## src/rtl/demux1_4_stream_pkg.sv

```systemverilog
// Shared lane-select constants and helpers for the 1-to-4 stream demultiplexer.
package demux1_4_stream_pkg;

    localparam int LANES = 4;

    localparam logic [1:0] SEL_ZERO  = 2'd0;
    localparam logic [1:0] SEL_ONE   = 2'd1;
    localparam logic [1:0] SEL_TWO   = 2'd2;
    localparam logic [1:0] SEL_THREE = 2'd3;

    // One-hot decode of a lane select.
    function automatic logic [LANES-1:0] sel_onehot(input logic [1:0] sel);
        logic [LANES-1:0] oh;
        oh      = '0;
        oh[sel] = 1'b1;
        return oh;
    endfunction

endpackage

```

## src/rtl/demux_slot.sv

```systemverilog
// Single-entry register slice for one output lane: a word is loaded when the
// top accepts it for this lane, and is dropped when the consumer takes it.
// can_load lets the slice take a new word in the same cycle the old one drains.
module demux_slot
    import demux1_4_stream_pkg::*;
#(
    parameter int WIDTH = 32
) (
    input  logic             clk,
    input  logic             rst,
    input  logic             flush,
    input  logic             load,
    input  logic [WIDTH-1:0] load_data,
    output logic             valid,
    input  logic             ready,
    output logic [WIDTH-1:0] data,
    output logic             can_load
);

    logic             r_valid;
    logic [WIDTH-1:0] r_data;

    // Flush beats load beats drain; data is only written on load and never cleared by drain or flush.
    always_ff @(posedge clk or posedge rst) begin
        if (rst) begin
            r_valid <= 1'b0;
            r_data  <= '0;
        end else if (flush) begin
            r_valid <= 1'b0;
        end else if (load) begin
            r_valid <= 1'b1;
            r_data  <= load_data;
        end else if (r_valid && ready) begin
            r_valid <= 1'b0;
        end
    end

    assign valid    = r_valid;
    assign data     = r_data;
    assign can_load = !r_valid || ready;

endmodule

```

## src/rtl/demux1_4_stream.sv

```systemverilog
// Registered 1-to-4 valid/ready demultiplexer. Each word is steered by in_sel
// into one of four independent single-entry lane slices; a stalled lane only
// blocks input words that select it.
module demux1_4_stream
    import demux1_4_stream_pkg::*;
#(
    parameter int WIDTH = 32
) (
    input  logic             clk,
    input  logic             rst,
    input  logic             flush,
    input  logic             in_valid,
    output logic             in_ready,
    input  logic [WIDTH-1:0] in_data,
    input  logic [1:0]       in_sel,
    output logic [3:0]       out_valid,
    input  logic [3:0]       out_ready,
    output logic [WIDTH-1:0] out_zero,
    output logic [WIDTH-1:0] out_one,
    output logic [WIDTH-1:0] out_two,
    output logic [WIDTH-1:0] out_three
);

    logic [LANES-1:0] w_can_load;
    logic [LANES-1:0] w_load;
    logic [LANES-1:0] w_valid;
    logic [WIDTH-1:0] w_data [LANES];
    logic             w_accept;

    // Ready depends only on the selected lane, never on in_valid.
    assign in_ready = !flush && w_can_load[in_sel];
    assign w_accept = in_valid && in_ready;
    assign w_load   = w_accept ? sel_onehot(in_sel) : '0;

    genvar gi;
    generate
        for (gi = 0; gi < LANES; gi++) begin : g_lane
            demux_slot #(
                .WIDTH (WIDTH)
            ) u_slot (
                .clk       (clk),
                .rst       (rst),
                .flush     (flush),
                .load      (w_load[gi]),
                .load_data (in_data),
                .valid     (w_valid[gi]),
                .ready     (out_ready[gi]),
                .data      (w_data[gi]),
                .can_load  (w_can_load[gi])
            );
        end
    endgenerate

    assign out_valid = w_valid;
    assign out_zero  = w_data[SEL_ZERO];
    assign out_one   = w_data[SEL_ONE];
    assign out_two   = w_data[SEL_TWO];
    assign out_three = w_data[SEL_THREE];

endmodule

```

## config.mk

```make
export PLATFORM = sky130hd
export DESIGN_NAME = demux1_4_stream
export DESIGN_NICKNAME = d
export VERILOG_FILES = /design/src/rtl/demux1_4_stream_pkg.sv /design/src/rtl/demux_slot.sv /design/src/rtl/demux1_4_stream.sv
export SDC_FILE = /design/constraint.sdc
export NUM_CORES = 1
export LEC_CHECK = 0
export ABC_AREA = 1
export CORE_ASPECT_RATIO = 0.6
export CORE_MARGIN = 5
export CORE_UTILIZATION = 51
export CTS_BUF_LIST = sky130_fd_sc_hd__clkbuf_8 sky130_fd_sc_hd__clkbuf_16
export DETAILED_ROUTE_END_ITERATION = 6
export GPL_TIMING_DRIVEN = 0
export PLACE_DENSITY = 0.95
export SLEW_MARGIN = 20
export SYNTH_ARGS = -nofsm -noshare
export SYNTH_HDL_FRONTEND = slang
export SYNTH_HIERARCHICAL = 1
export SYNTH_SLANG_ARGS = --single-unit
```

## constraint.sdc

```tcl
create_clock -name clk -period 3 [get_ports clk]
set_input_delay 0.45 -clock clk [delete_from_list [all_inputs] [get_ports clk]]
set_output_delay 0.45 -clock clk [all_outputs]
set_load 0.05 [all_outputs]
```

* Word level (Yosys, flattened, before mapping)
Cells that the tools add are included.
** Cells by class
- Reductions and logical operators :: 24
- $lt $le $gt $ge :: 2
- Bitwise logic cells :: 1
- Mux-type cells :: 17
** Operators with widths (number)
- $mux W1 :: 14
- $reduce_bool A3 Y1 :: 4
- $reduce_and A2 Y1 :: 4
- $logic_and A1 B1 Y1 :: 7
- $logic_not A1 Y1 :: 5
- $logic_or A1 B1 Y1 :: 4
- $mux W4 :: 1
- $lt A2 B3 Y1 const B :: 1
- $bmux W1 S2 :: 1
- $demux W1 S2 :: 1
- $ge A2 B1 Y1 const B :: 1
- $not A1 Y1 :: 1
** Word-level totals
- Output and inout port bits :: 133
- Input port bits :: 42
- Bits in registers :: 132

* Depth between registers and ports, before layout
- Word-level depth :: 9
- Mapped depth :: 13

* By module
The synthesis kept the hierarchy.
** By module, submodules not included
- demux_slot :: cells each 146, area an instance 1411.4 µm², times used 4
- demux1_4_stream :: cells each 22, area an instance 90.1 µm², times used 1

* Worst setup path before layout
OpenSTA, ideal clock, no wires.
- Path type :: register -> output
- From :: register g_lane[3].u_slot.r_valid
- To :: output port in_ready
- Data required time :: 2.550 ns
- Data arrival time :: 1.632 ns
- Buffers on the path :: 0
- Cell stages (with the launch flop) :: 6
- Slack :: 0.918 ns
- Path through :: dfrtp_1 nand2_1 nand2_1 nand2_1 nand2_1 a21oi_1
** Between the ends
- Longest elaborated chain between the ends :: 5
** Ends and longest elaborated chain
- start: declaration :: line demux_slot.sv:20 : logic r_valid;
- start signal: assignment :: line demux_slot.sv:26 : r_valid <= 1'b0;
- start signal: assignment :: line demux_slot.sv:29 : r_valid <= 1'b0;
- start signal: assignment :: line demux_slot.sv:31 : r_valid <= 1'b1;
- $logic_not A1 Y1 :: line demux_slot.sv:40 : assign can_load = !r_valid || ready;
- $logic_or A1 B1 Y1 :: line demux_slot.sv:40
- named net w_can_load[3] :: line demux1_4_stream.sv:24 : logic [LANES-1:0] w_can_load;
- $bmux W1 S2 :: line demux1_4_stream.sv:31 : assign in_ready = !flush && w_can_load[in_sel];
- $mux W1 (implied by the code) :: line demux1_4_stream.sv:31
- $logic_and A1 B1 Y1 :: line demux1_4_stream.sv:31
- end: declaration :: line demux1_4_stream.sv:13 : output logic in_ready,
The timed path passes the listed nets, and every way through them passes these cells. The select of a mux whose other input is x is not followed.

* Final worst setup path
- From :: input port in_sel[0]
- To :: output port in_ready
** Between the ends
- Longest elaborated chain between the ends :: 3
** Ends and longest elaborated chain
- start: declaration :: line demux1_4_stream.sv:15 : input logic [1:0] in_sel,
- $bmux W1 S2 :: line demux1_4_stream.sv:31
- $mux W1 (implied by the code) :: line demux1_4_stream.sv:31
- $logic_and A1 B1 Y1 :: line demux1_4_stream.sv:31
No other way between the ends. The select of a mux whose other input is x is not followed.

==> reports/qor.csv <==
metric,value,unit
critical path class,in -> out,
CTS hold repair buffers,0,
"critical path fanouts, max",5,
area grow syn2layout,44.4,%
"antenna viol nets, final",0,
core area,11100,µm²
GRT busiest layer,met2,
Worst Max-Slew Pin Slew,0.759,ns
die width,147,µm
CP endpoint kind,output port,
Pre-Repair DR Iteration Count,5,
Syn Area/Cell,9.46,µm²
Via density,5.40,
Antenna Cells,0,
# nets final,843,
Max Cap Viol,0,
pin count of the biggest net entering global routing,34,
fin crit period,2.69,ns
root buffer cell,clkbuf_16,
later-pin clock latency in the skew report,0.42,ns
"Slew Viols, Final",0,
Pleak,4.10,nW
clk slew on worst S/H paths,0.06,ns
final setup margin,0.309,ns
Setup Buffers After CTS,0,
WP buf/inv,3,
post-synthesis instance area,5740,µm²
CTS Buf Count,17,
CTS tree,yes,
first-pass GRT wire length,29.0,mm
arrival time at the worst endpoint,2.24,ns
Seq cells post-synth,132,
vias in the first global route,5049,
met2 Resource Use GR,0.415,
Routed WL per cell,19.4,µm
Post-DP HPWL,13.6,mm
fmax,372,MHz
yosys warns,6,
Synth cell types,14,
Bufs on Longest Clock Path,2,
GRT met3 Usage,0.0879,
status,"complete, no violations",
port buffer count,174,
share of layout cells above drive strength 1,0.203,
fin crit share,0.897,
DP Area,7700,µm²
Worst VDD drop,674,µV
Initial Util,0.514,
Syn Nets,648,
# DRC,0,
final count of hold timing violations,0,
gp weighted congestion,0.827,
num rows,30,
post_cts resized,0,
design area,8280,µm²
final WL,18.6,mm
"CP delay by family, top",buffers and inverters,
Post-Synthesis Cells,606,
Global Route met1 Usage,0.408,
CTS H-tree depth,4,
vias,5170,
setup TNS,0,ns
unrepaired setup endpoints after global routing,false,
crit path max-delay cell type,clkdlybuf4s50_1,
die height,92.1,µm
Initial DRC Count,450,
reg2reg setup slack,1.25,ns
GR Overflow Total,0,
Worst Skew,0.00912,ns
"most used cell, CP",nand2_1,
GRT Overall Usage,0.282,
pwr dens,873,nW/µm²
number of clock sinks,132,
initial antenna violation count,0,
CP peak stage delay,0.83,ns
worst min path class,in -> async,
cell-by-cell trace of the critical path,"clkdlybuf4s50_1, inv_2, nand2_1, nand2_1, nand2_1, a21oi_1, clkdlybuf4s50_1",
share of the yosys chip area belonging to registers,0.576,
die area,13500,µm²
Post-Place Worst Slack,0.354,ns
I/O pin cnt,175,
worst path required time,2.55,ns
Setup Viol. Count Final,0,
Setup crit start kind,input port,
Worst slew margin,0.493,
final hold slack,0.464,ns
==> synthesized netlist by cell type <==
library cell | count | area [µm²]
nand2_2 | 80 | 500
nand3_2 | 1 | 10.0
inv_4 | 4 | 25.0
dfrtp_1 | 132 | 3300
nor2_1 | 4 | 15.0
buf_6 | 20 | 225
buf_2 | 8 | 40.0
buf_4 | 12 | 90.1
nand2_1 | 197 | 739
inv_1 | 10 | 37.5
inv_2 | 1 | 3.75
nand2_8 | 4 | 80.1
a21oi_1 | 1 | 5.00
nand3_1 | 132 | 661
==> worst reg2reg max path, cell delays in order (launching register included) <==
cell,delay (ns)
dfrtp_1,0.39
nand2_1,0.10
nand2_1,0.06
nand2_1,0.05
nand2_1,0.07
nand2_1,0.08
nand3_2,0.10
nor2_1,0.20
buf_6,0.19
nand2_8,0.09
buf_6,0.17
nand2_2,0.08
nand2_1,0.06
==> cells by family after synthesis <==
group,count (synthesis),synth area share
AOI/OAI and AO/OA,1,0.000872
buffers and inverters,55,0.0735
DFF,132,0.576
and+or+nand+nor,418,0.350
==> layout make-up <==
| class | count | area [µm²] |
|---|---|---|
| inverters | 15 | 66.3 |
| multi-input cells | 419 | 2010 |
| clock buffers | 18 | 439 |
| flip-flops and latches | 132 | 3300 |
| repair buffers | 176 | 1790 |
| fillers | 802 | 2860 |
| clock inverters | 14 | 140 |
| well taps | 144 | 180 |
| plain buffers | 40 | 355 |
==> power breakdown <==
part           internal, mW  switching [mW]  total [mW]
Combinational         0.883            1.89        2.77
Clock                  1.24           0.786        2.02
Sequential             2.16           0.276        2.43
Total                  4.28            2.95        7.23
==> registers in the layout, summed over array words and instances, names as in the netlist <==
signal               cells
g_lane.u_slot/valid      4
g_lane.u_slot/data     128
==> layout by cell type (no fill, tap or decap), types with 8 or more instances in the layout <==
| cell | n |
|---|---|
| nand2_1 | 197 |
| clkdlybuf4s50_1 | 174 |
| nand3_1 | 132 |
| dfrtp_1 | 132 |
| nand2_2 | 80 |
| buf_6 | 20 |
| clkbuf_16 | 17 |
| buf_4 | 12 |
| inv_1 | 9 |
| buf_2 | 8 |
==> per-stage QoR <==
stage               utilization  std cells  power, mW
finish                    0.743        958       7.23
global route              0.743        958       7.49
CTS                       0.743        958       7.25
detailed placement        0.691        926       5.22
global placement          0.687        924       5.15
floorplan                     -        606       4.16
==> path summary, 6_finish.rpt <==
kind,from,endpoint,cells past startpoint
max,in_sel[0],in_ready,7
min,rst,g_lane[1].u_slot/data[30],2
max reg2reg,g_lane[0].u_slot/valid,g_lane[2].u_slot/data[19],12
min reg2reg,g_lane[2].u_slot/data[10],g_lane[2].u_slot/data[10],2
max in group asynchronous,rst,g_lane[0].u_slot/valid,2
min in group clk,g_lane[2].u_slot/data[10],g_lane[2].u_slot/data[10],2
==> routing by layer <==
metal,wire (µm),part of all wire,vias up
li1,-,-,2322
met1,8020,0.43,2521
met2,8250,0.44,310
met3,2170,0.12,17
met4,157,0.0084,0
met5,0,0,-
No activity file was read; power rests on OpenSTA's default activity.
